--- config.mk ---
export PLATFORM = sky130hd
export DESIGN_NAME = uart_rx_frame_check_flat
export DESIGN_NICKNAME = d
export VERILOG_FILES = /design/src/rtl/uart_rx_pkg.sv /design/src/rtl/uart_rx_frame_check_if.sv /design/src/rtl/uart_rx_par_chk.sv /design/src/rtl/uart_rx_frame_check.sv /design/src/flat_wrapper.sv
export SDC_FILE = /design/constraint.sdc
export NUM_CORES = 1
export LEC_CHECK = 0
export ABC_AREA = 0
export BUFFER_PORTS_ARGS = -buffer_cell sky130_fd_sc_hd__buf_2
export CORE_UTILIZATION = 50
export CTS_CLUSTER_DIAMETER = 200
export DETAILED_ROUTE_END_ITERATION = 10
export PLACE_DENSITY = 0.78
export REMOVE_ABC_BUFFERS = 1
export SLEW_MARGIN = 20
export SYNTH_ARGS = -nofsm -noshare
export SYNTH_HDL_FRONTEND = slang
export SYNTH_SLANG_ARGS = --single-unit
--- constraint.sdc ---
create_clock -name clk -period 3.15 [get_ports clk]
set_input_delay 0.4725 -clock clk [delete_from_list [all_inputs] [get_ports clk]]
set_output_delay 0.4725 -clock clk [all_outputs]
set_load 0.05 [all_outputs]
--- src/rtl/uart_rx_pkg.sv ---
// Shared UART receive-side definitions: FSM states, parity convention and default frame width.
// The parity constants and the expected-bit helper are the same ones the TX generator uses.
package uart_rx_pkg;

  localparam int unsigned DEFAULT_WIDTH = 8;

  localparam logic PAR_EVEN = 1'b0;
  localparam logic PAR_ODD  = 1'b1;

  typedef enum logic [1:0] {
    IDLE   = 2'd0,
    DATA   = 2'd1,
    PARITY = 2'd2,
    STOP   = 2'd3
  } rx_state_e;

  // Even: parity bit equals XOR of the data; odd: its complement.
  function automatic logic expected_par_bit(input logic acc, input logic par_type);
    return (par_type == PAR_ODD) ? ~acc : acc;
  endfunction

endpackage

--- src/rtl/uart_rx_frame_check_if.sv ---
// Sampler-side strobe/bit/config inputs and per-frame result outputs of the RX frame checker.
interface uart_rx_frame_check_if #(
  parameter int unsigned WIDTH = uart_rx_pkg::DEFAULT_WIDTH
);
  logic             bit_strobe;
  logic             rx_bit;
  logic             par_en;
  logic             par_type;
  logic [WIDTH-1:0] p_data;
  logic             data_valid;
  logic             par_err;
  logic             stp_err;
  logic             busy;

  modport master (
    output bit_strobe, rx_bit, par_en, par_type,
    input  p_data, data_valid, par_err, stp_err, busy
  );

  modport slave (
    input  bit_strobe, rx_bit, par_en, par_type,
    output p_data, data_valid, par_err, stp_err, busy
  );
endinterface

--- src/rtl/uart_rx_par_chk.sv ---
// Running-XOR parity accumulator for one received frame; flags a parity-bit mismatch.
module uart_rx_par_chk
  import uart_rx_pkg::*;
(
  input  logic clk,
  input  logic rst,
  input  logic i_clear,
  input  logic i_accum,
  input  logic i_check,
  input  logic i_bit,
  input  logic i_par_type,
  output logic o_par_fail
);

  logic r_acc;
  logic r_par_fail;
  logic w_expected;

  assign w_expected = expected_par_bit(r_acc, i_par_type);

  // Accumulate data bits, then compare the parity bit against the expected value.
  always_ff @(posedge clk or negedge rst) begin
    if (!rst) begin
      r_acc      <= 1'b0;
      r_par_fail <= 1'b0;
    end else if (i_clear) begin
      r_acc      <= 1'b0;
      r_par_fail <= 1'b0;
    end else begin
      if (i_accum) begin
        r_acc <= r_acc ^ i_bit;
      end
      if (i_check && (i_bit != w_expected)) begin
        r_par_fail <= 1'b1;
      end
    end
  end

  assign o_par_fail = r_par_fail;

endmodule

--- src/rtl/uart_rx_frame_check.sv ---
// UART receive frame checker: deserializes LSB-first data, checks parity and stop bit,
// and emits one registered result pulse per frame.
module uart_rx_frame_check
  import uart_rx_pkg::*;
#(
  parameter int unsigned WIDTH = DEFAULT_WIDTH
) (
  input logic                 clk,
  input logic                 rst,
  uart_rx_frame_check_if.slave bus
);

  localparam int unsigned CNT_W = (WIDTH > 1) ? $clog2(WIDTH) : 1;

  rx_state_e        r_state;
  logic [CNT_W-1:0] r_cnt;
  logic [WIDTH-1:0] r_shift;
  logic             r_par_en;
  logic             r_par_type;
  logic [WIDTH-1:0] r_p_data;
  logic             r_data_valid;
  logic             r_par_err;
  logic             r_stp_err;
  logic             r_busy;

  logic w_start;
  logic w_accum;
  logic w_check;
  logic w_par_fail;

  assign w_start = bus.bit_strobe && (r_state == IDLE) && !bus.rx_bit;
  assign w_accum = bus.bit_strobe && (r_state == DATA);
  assign w_check = bus.bit_strobe && (r_state == PARITY);

  uart_rx_par_chk u_par_chk (
    .clk        (clk),
    .rst        (rst),
    .i_clear    (w_start),
    .i_accum    (w_accum),
    .i_check    (w_check),
    .i_bit      (bus.rx_bit),
    .i_par_type (r_par_type),
    .o_par_fail (w_par_fail)
  );

  // Frame FSM; everything advances only on a bit strobe, result pulses self-clear.
  always_ff @(posedge clk or negedge rst) begin
    if (!rst) begin
      r_state      <= IDLE;
      r_cnt        <= {CNT_W{1'b0}};
      r_shift      <= {WIDTH{1'b0}};
      r_par_en     <= 1'b0;
      r_par_type   <= PAR_EVEN;
      r_p_data     <= {WIDTH{1'b0}};
      r_data_valid <= 1'b0;
      r_par_err    <= 1'b0;
      r_stp_err    <= 1'b0;
      r_busy       <= 1'b0;
    end else begin
      r_data_valid <= 1'b0;
      r_par_err    <= 1'b0;
      r_stp_err    <= 1'b0;
      if (bus.bit_strobe) begin
        case (r_state)
          IDLE: begin
            if (!bus.rx_bit) begin
              r_state    <= DATA;
              r_cnt      <= {CNT_W{1'b0}};
              r_shift    <= {WIDTH{1'b0}};
              r_par_en   <= bus.par_en;
              r_par_type <= bus.par_type;
              r_busy     <= 1'b1;
            end
          end
          DATA: begin
            r_shift <= {bus.rx_bit, r_shift[WIDTH-1:1]};
            if (r_cnt == CNT_W'(WIDTH - 1)) begin
              r_cnt   <= {CNT_W{1'b0}};
              r_state <= r_par_en ? PARITY : STOP;
            end else begin
              r_cnt <= r_cnt + 1'b1;
            end
          end
          PARITY: begin
            r_state <= STOP;
          end
          STOP: begin
            r_state <= IDLE;
            r_busy  <= 1'b0;
            if (bus.rx_bit && !w_par_fail) begin
              r_data_valid <= 1'b1;
              r_p_data     <= r_shift;
            end else begin
              r_par_err <= w_par_fail;
              r_stp_err <= ~bus.rx_bit;
            end
          end
          default: begin
            r_state <= IDLE;
            r_busy  <= 1'b0;
          end
        endcase
      end
    end
  end

  assign bus.p_data     = r_p_data;
  assign bus.data_valid = r_data_valid;
  assign bus.par_err    = r_par_err;
  assign bus.stp_err    = r_stp_err;
  assign bus.busy       = r_busy;

endmodule

--- src/flat_wrapper.sv ---
// flat-port wrapper written by rule: the top's interface ports become plain ports
module uart_rx_frame_check_flat import uart_rx_pkg::*;
#(
  parameter int unsigned WIDTH = DEFAULT_WIDTH
)
  (clk, rst, bus_bit_strobe, bus_rx_bit, bus_par_en, bus_par_type, bus_p_data, bus_data_valid, bus_par_err, bus_stp_err, bus_busy);
  uart_rx_frame_check_if #(.WIDTH(WIDTH)) bus_i ();
  input logic clk;
  input logic rst;
  input wire logic [$bits(bus_i.bit_strobe)-1:0] bus_bit_strobe;
  input wire logic [$bits(bus_i.rx_bit)-1:0] bus_rx_bit;
  input wire logic [$bits(bus_i.par_en)-1:0] bus_par_en;
  input wire logic [$bits(bus_i.par_type)-1:0] bus_par_type;
  output wire logic [$bits(bus_i.p_data)-1:0] bus_p_data;
  output wire logic [$bits(bus_i.data_valid)-1:0] bus_data_valid;
  output wire logic [$bits(bus_i.par_err)-1:0] bus_par_err;
  output wire logic [$bits(bus_i.stp_err)-1:0] bus_stp_err;
  output wire logic [$bits(bus_i.busy)-1:0] bus_busy;
  assign bus_i.bit_strobe = bus_bit_strobe;
  assign bus_i.rx_bit = bus_rx_bit;
  assign bus_i.par_en = bus_par_en;
  assign bus_i.par_type = bus_par_type;
  assign bus_p_data = bus_i.p_data;
  assign bus_data_valid = bus_i.data_valid;
  assign bus_par_err = bus_i.par_err;
  assign bus_stp_err = bus_i.stp_err;
  assign bus_busy = bus_i.busy;
  uart_rx_frame_check #(.WIDTH(WIDTH)) u_core (.clk(clk), .rst(rst), .bus(bus_i));
endmodule
==> metrics.yaml, run 1 <==
grt:
  met1_usage_pct: 22.8
  grt.busiest_layer: "met2"
  grt_usage_pct: 18.3
  antenna_found_initial: 0
  grt_max_degree: 30
  grtUsageMet3_pct: 6.90
  grt_use_met2_pct: 27.3
  grt_pass1_wl_mm: 3.48
  grt_pass1_vias: 803
  grt-ovfl-total: 0
die:
  die_h_microns: 53.2
  die_w_microns: 53.2
  dieArea_sq_um: 2830
  initial_core_util_pct: 52.9
  rows: 18
  core-area_sq_um: 2480
  ioPinCount: 18
clock_network:
  cts.path.max_buffers: 2
  hold_buffers: 0
  clk_pin_slew_ns: 0.09
  cts_setup_buffers: 0
  cts_tree: "done"
  clockRootBuffer: "clkbuf_4"
  cts_htree_levels: 2
  clock-sinks: 29
  cts_resized: 0
  clk_latency_ns: 0.33
  cts_buffers: 5
drt:
  drt_pass1_iterations: 4
  ant_nets: 0
  via_count: 815
  wirelength_mm: 2.03
  wl_per_cell_microns: 13.8
  drtIter0Drc: 2
  drc: 0
  via_per_inst: 5.54
placement:
  gp_congestion: 0.725
  dpl_cell_area_sq_um: 1390
  dp_hpwl_mm: 1.44
  portBuffers: 17
critical_path:
  endpoint_kind: "flip-flop"
  worstPathArrival_ns: 1.99
  critPathLaunchType: "flip-flop"
  worst-r2r-cell-count: 5
  reg2reg_to: "u_core.r_shift[1]"
  crit_fanout: 9
  rrSetupSlack_ns: 1.38
  critical_path_class: "reg2reg"
  r2r_start: "u_core.r_state[0]"
  worstPathRequired_ns: 3.37
power_and_ir_drop:
  sw_frac_of_total_pct: 40.8
  cell_internal_pwr_uw: 879
  vdd_ir_drop_max_uv: 548
  total_power_uw: 1480
  power.sequential.fraction_pct: 40.7
  combPwrFrac_pct: 42.2
  cellLeakagePower_uw: 0.000776
  p_switching_uw: 605
  power_frac_clock_pct: 17.1
  p_per_area_nw_per_um2: 1020
final_layout:
  fin_nets: 128
  syn_to_final_growth_pct: 11.2
  fillers: 198
  stdcell_area_sq_um: 1460
  antenna_cells: 0
  drive_above_1_share_pct: 34.2
synth:
  yosys_warnings: 0
  avgSynthCellArea_sq_um: 13.5
  yosysTopAreaCell: "dfrtp_1"
  synth_edf_count: 0
  syn_inst: 97
  synth.distinct_cells: 29
  synth-seq-cells: 29
  ys_top_cells_by_area: "dfrtp_1 (55%), mux2_2 (8.6%), a22o_1 (7.3%)"
  synth-main-ff-cell: "dfrtp_1"
  synth_top_area_share_pct: 55.3
  synth_seq_area_share_pct: 55.3
  syn-cell-area_sq_um: 1310
  synth-async-reset-ratio_pct: 100
sta:
  finalHoldViolations: 0
  finClkSkew_ns: 0.00815
  min_period_ns: 1.77
  worst_slew_pin_slew_ns: 0.604
  max_slew_margin_pct: 59.7
  maxSlewViolCount: 0
  setup_viol: 0
  rsz0062_at_grt: "no"
  fmax_mhz: 566
  setup_tns_ns: 0
  timing.final.crit_share_pct: 56.1
worst_hold_path:
  min_path_type: "in2async"
flow_run:
  maxCapViolations: 0
run_status:
  status: "complete, no violations"
worst max path at each step:
stage,startpoint,end,depth (start not counted)
after floorplan,u_core.r_state[0],u_core.r_cnt[1],5
after global placement,u_core.r_state[0],u_core.r_shift[1],5
after detailed placement,u_core.r_state[0],u_core.r_cnt[2],5
after CTS,u_core.r_state[0],u_core.r_shift[0],5
after global routing,u_core.r_state[0],u_core.r_shift[1],5
final,u_core.r_state[0],u_core.r_shift[1],5
worst max-delay path, stage by stage, from the launching register on:
cell,delay [ns]
dfrtp_1,0.41
inv_1,0.12
ha_1,0.43
a21boi_4,0.14
and2_1,0.29
a22o_1,0.28
power by group through the flow:
stage,combinational (uW),clock (uW),sequential (uW)
final,626,254,604
after global routing,686,276,628
after CTS,631,260,606
after detailed placement,633,0,612
after global placement,611,0,601
after floorplan,338,0,757
layout by cell type (no fill, tap or decap), types with 2 or more instances in the layout:
| cell | n |
|---|---|
| a21oi_1 | 3 |
| a22o_1 | 11 |
| buf_2 | 17 |
| clkbuf_4 | 5 |
| clkbuf_8 | 2 |
| dfrtp_1 | 29 |
| ha_1 | 6 |
| inv_1 | 4 |
| mux2_2 | 10 |
| nand2_1 | 6 |
| nand2b_1 | 2 |
| nor2_1 | 2 |
| o21ai_0 | 3 |
routing by layer:
layer	routed length (microns)	up-vias
li1	-	392
met1	944	402
met2	949	15
met3	86	6
met4	46	0
met5	0	-
logic make-up (layout without fill, tap and decap cells):
logic type	Yosys count	after routing	synth area share [%]
flops	29	29	55.3
mux	12	12	10.5
fa+ha+maj	6	6	5.73
xor+xnor	1	1	0.668
simple gates	15	15	7.06
buf+inv	9	29	4.67
compound gates	25	25	16.0
per-stage QoR:
stage	setup slack (ns)	hold WS [ns]	std cells	util, %
CTS	1.39	0.160	147	58.8
floorplan	1.59	0.177	92	-
finish	1.38	0.141	147	58.8
detailed placement	1.41	0.490	139	56.0
global placement	1.48	0.482	139	56.0
global route	1.23	0.192	147	58.8
final cells by class:
type,count,area [sq um],area share [%]
clock inverters,1,5.00,0.343
flip-flops and latches,29,726,49.8
inverters,4,15.0,1.03
multi-input cells,59,524,36.0
repair buffers,17,85.1,5.84
well taps,30,37.5,2.58
clock buffers,7,65.1,4.46
registers in the layout (all words and copies together), names as in the netlist:
signal / count
u_core.bus.p_data: 8
u_core.r_shift: 8
u_core.r_cnt: 3
u_core.r_state: 2
u_core.bus.busy: 1
u_core.bus.data_valid: 1
u_core.bus.par_err: 1
u_core.bus.stp_err: 1
u_core.r_par_en: 1
u_core.r_par_type: 1
u_core.u_par_chk.o_par_fail: 1
u_core.u_par_chk.r_acc: 1
cells in the mapped netlist (all sizes together) (2+ instances only):
cell type and n:
dfrtp 29, a22o 11, mux2 11, ha 6, nand2 6, buf 4, inv 4, o21ai 4
a21oi 3, nand2b 2, nor2 2
Note: power is estimated with default switching activity, not from simulation.
==> inputs of run 2 (changes only) <==
--- a/config.mk
+++ b/config.mk
@@ -5,12 +5,12 @@
 export SDC_FILE = /design/constraint.sdc
 export NUM_CORES = 1
 export LEC_CHECK = 0
-export ABC_AREA = 0
+export ABC_AREA = 1
 export BUFFER_PORTS_ARGS = -buffer_cell sky130_fd_sc_hd__buf_2
-export CORE_UTILIZATION = 50
+export CORE_UTILIZATION = 49
 export CTS_CLUSTER_DIAMETER = 200
 export DETAILED_ROUTE_END_ITERATION = 10
-export PLACE_DENSITY = 0.78
+export PLACE_DENSITY = 0.8
 export REMOVE_ABC_BUFFERS = 1
 export SLEW_MARGIN = 20
 export SYNTH_ARGS = -nofsm -noshare
==> constraint.sdc (replaced) <==
create_clock -name clk -period 1.48 [get_ports clk]
set_input_delay 0.222 -clock clk [delete_from_list [all_inputs] [get_ports clk]]
set_output_delay 0.222 -clock clk [all_outputs]
set_load 0.05 [all_outputs]
==> metrics.yaml, run 2 <==
run_status:
  status: "finished, violations left"
  violations: "negative setup slack"
sta:
  timing.final.crit_share_pct: 102
  setup_viol: 1
  max_slew_margin_pct: 58.4
  maxSlewViolCount: 0
  min_period_ns: 1.50
  hold_ws_ns: 0.0876
  worst_slew_pin_slew_ns: 0.624
  fmax_mhz: 665
  finClkSkew_ns: 0.00395
  finalHoldViolations: 0
  fin_ws_ns: -0.0239
  rsz0062_at_grt: "yes"
synth:
  synth_edf_count: 0
  synth-async-reset-ratio_pct: 100
  yosys_warnings: 0
  avgSynthCellArea_sq_um: 9.54
  synth.most_common_cell: "nand2_1"
  syn_inst: 130
  synth_top_area_share_pct: 58.5
  synth-main-ff-cell: "dfrtp_1"
  synth.distinct_cells: 19
  syn-cell-area_sq_um: 1240
  yosys-top-cells-count: "nand2_1 (35), dfrtp_1 (29), inv_1 (17)"
  yosysTopAreaCell: "dfrtp_1"
  synth-seq-cells: 29
  ys_top_cells_by_area: "dfrtp_1 (59%), nand2_1 (11%), ha_1 (6.1%)"
  synth_seq_area_share_pct: 58.5
critical_path:
  cpPeakStageDelay_ns: 0.43
  critical_path_class: "reg2reg"
  critPathLaunchType: "flip-flop"
  crit_fanout: 6
  cp_slowest_cell: "dfrtp_1"
  path_common_cell: "nor2_2"
  endpoint_kind: "flip-flop"
  worstPathRequired_ns: 1.70
  crit_chain: "buf_4, ha_2, inv_1, nor2_2, nor2_2, o21ai_0, nand2_1, o21ai_1"
  worstPathArrival_ns: 1.72
flow_run:
  maxCapViolations: 0
die:
  dieArea_sq_um: 2740
  initial_core_util_pct: 54.0
  die_h_microns: 52.3
  rows: 17
  core-area_sq_um: 2300
  ioPinCount: 18
  die_w_microns: 52.3
placement:
  dpl.cell_count: 176
  pre_cts_slack_ns: -0.0513
  dp_hpwl_mm: 1.72
  portBuffers: 17
  gp_congestion: 0.794
drt:
  wirelength_mm: 2.54
  ant_nets: 0
  drc: 0
  drtIter0Drc: 24
  via_count: 1005
  drt_pass1_iterations: 4
  via_per_inst: 5.40
  wl_per_cell_microns: 13.6
final_layout:
  antenna_cells: 0
  final_cell_mix: "nand2_1 (34), dfrtp_1 (29), buf_2 (17), inv_1 (15), o21ai_0 (12)"
  fin_nets: 170
  stdcell_count: 186
  drive_above_1_share_pct: 26.6
  final_common_cell: "nand2_1"
  syn_to_final_growth_pct: 20.9
clock_network:
  clk_latency_ns: 0.33
  cts.path.max_buffers: 2
  cts_buffers: 5
  clock-sinks: 29
  clk_pin_slew_ns: 0.08
  cts_tree: "done"
  clockRootBuffer: "clkbuf_4"
  cts_htree_levels: 2
grt:
  grt-ovfl-total: 0
  antenna_found_initial: 0
  grt_usage_pct: 21.4
  grt_max_degree: 30
  grt_pass1_vias: 962
  grt_pass1_wl_mm: 3.96
worst_hold_path:
  min_path_type: "in2reg"
power_and_ir_drop:
  vdd_ir_drop_max_uv: 1330
  p_per_area_nw_per_um2: 2150
  cellLeakagePower_uw: 0.000806
## run 2: cell count changes in the layout (fill, tap and decap cells not counted), sizes merged, moves of 7 or more
cell,previous run,this run
inv,4,19
a22o,11,0
o22ai,0,7
nand2,6,37
o21ai,4,14
mux2,11,0
## run 2: final cells by class
cell class	count	area, sq um
sequential	29	726
timing repair buffer	22	125
fill	185	798
tap	28	35.0
multi-input combinational	81	484
clock buffer	7	55.1
inverter	19	73.8
## run 2: metal layers
metal / part of all wire (%) / vias to the layer above / global-route usage (%)
li1: - / 474 / -
met2: 52 / 34 / 36.5
met1: 38 / 482 / 21.7
met3: 6.2 / 15 / 6.38
met5: 0 / - / 0
met4: 3.0 / 0 / 15.8
## run 2: power by group
part,internal (uW),switching [uW]
logic,469,1040
registers,1080,147
clock network,224,259
## run 2: worst paths after layout
check / to / cells past startpoint / slack, ns / from
setup reg to reg: u_core.r_state[0] / 8 / -0.02 / u_core.r_state[0]
hold reg to reg: u_core.bus.p_data[2] / 2 / 0.48 / u_core.bus.p_data[2]
max in group asynchronous: u_core.r_par_type / 2 / 0.64 / rst
setup / recovery: u_core.r_state[0] / 8 / -0.02 / u_core.r_state[0]
min in group asynchronous: u_core.bus.p_data[1] / 2 / 0.44 / rst
hold / removal: u_core.r_par_type / 3 / 0.09 / bus_par_type
## run 2: worst max-delay path, delay by kind of cell, from the launching register on
family          cells  cell delay, ns
compound gates      2            0.18
fa+ha+maj           1            0.22
buf+inv             2            0.28
flops               1            0.43
simple gates        3            0.29
## run 2: cell families (layout without fill, tap and decap cells)
kind of cell	Yosys count	after routing	synth area share, %
AOI/OAI and AO/OA	24	24	10.6
DFF	29	29	58.5
and+or+nand+nor	51	51	18.7
adders and majority gates	6	6	6.05
buffers and inverters	20	48	6.16
## run 2: per-stage QoR
stage          instance area [sq um]  utilization, %  power [uW]  setup TNS [ns]
4_1_cts                         1440            62.6        3070         -0.0533
2_1_floorplan                   1230               -        2210               0
3_5_place_dp                    1370            59.6        2570          -0.114
5_1_grt                         1500            65.3        3460          -0.208
3_3_place_gp                    1370            59.6        2490               0
6_report                        1500            65.3        3220         -0.0239
## run 2: timing repair
action / in CTS / in global routing
endpoints found under the setup margin: 11 / 16
setup buffers: 0 / 2
hold endpoints to repair: 29 / 0
resized for setup: 1 / 13
hold buffers: 1 / 0
pin swaps: 0 / 1
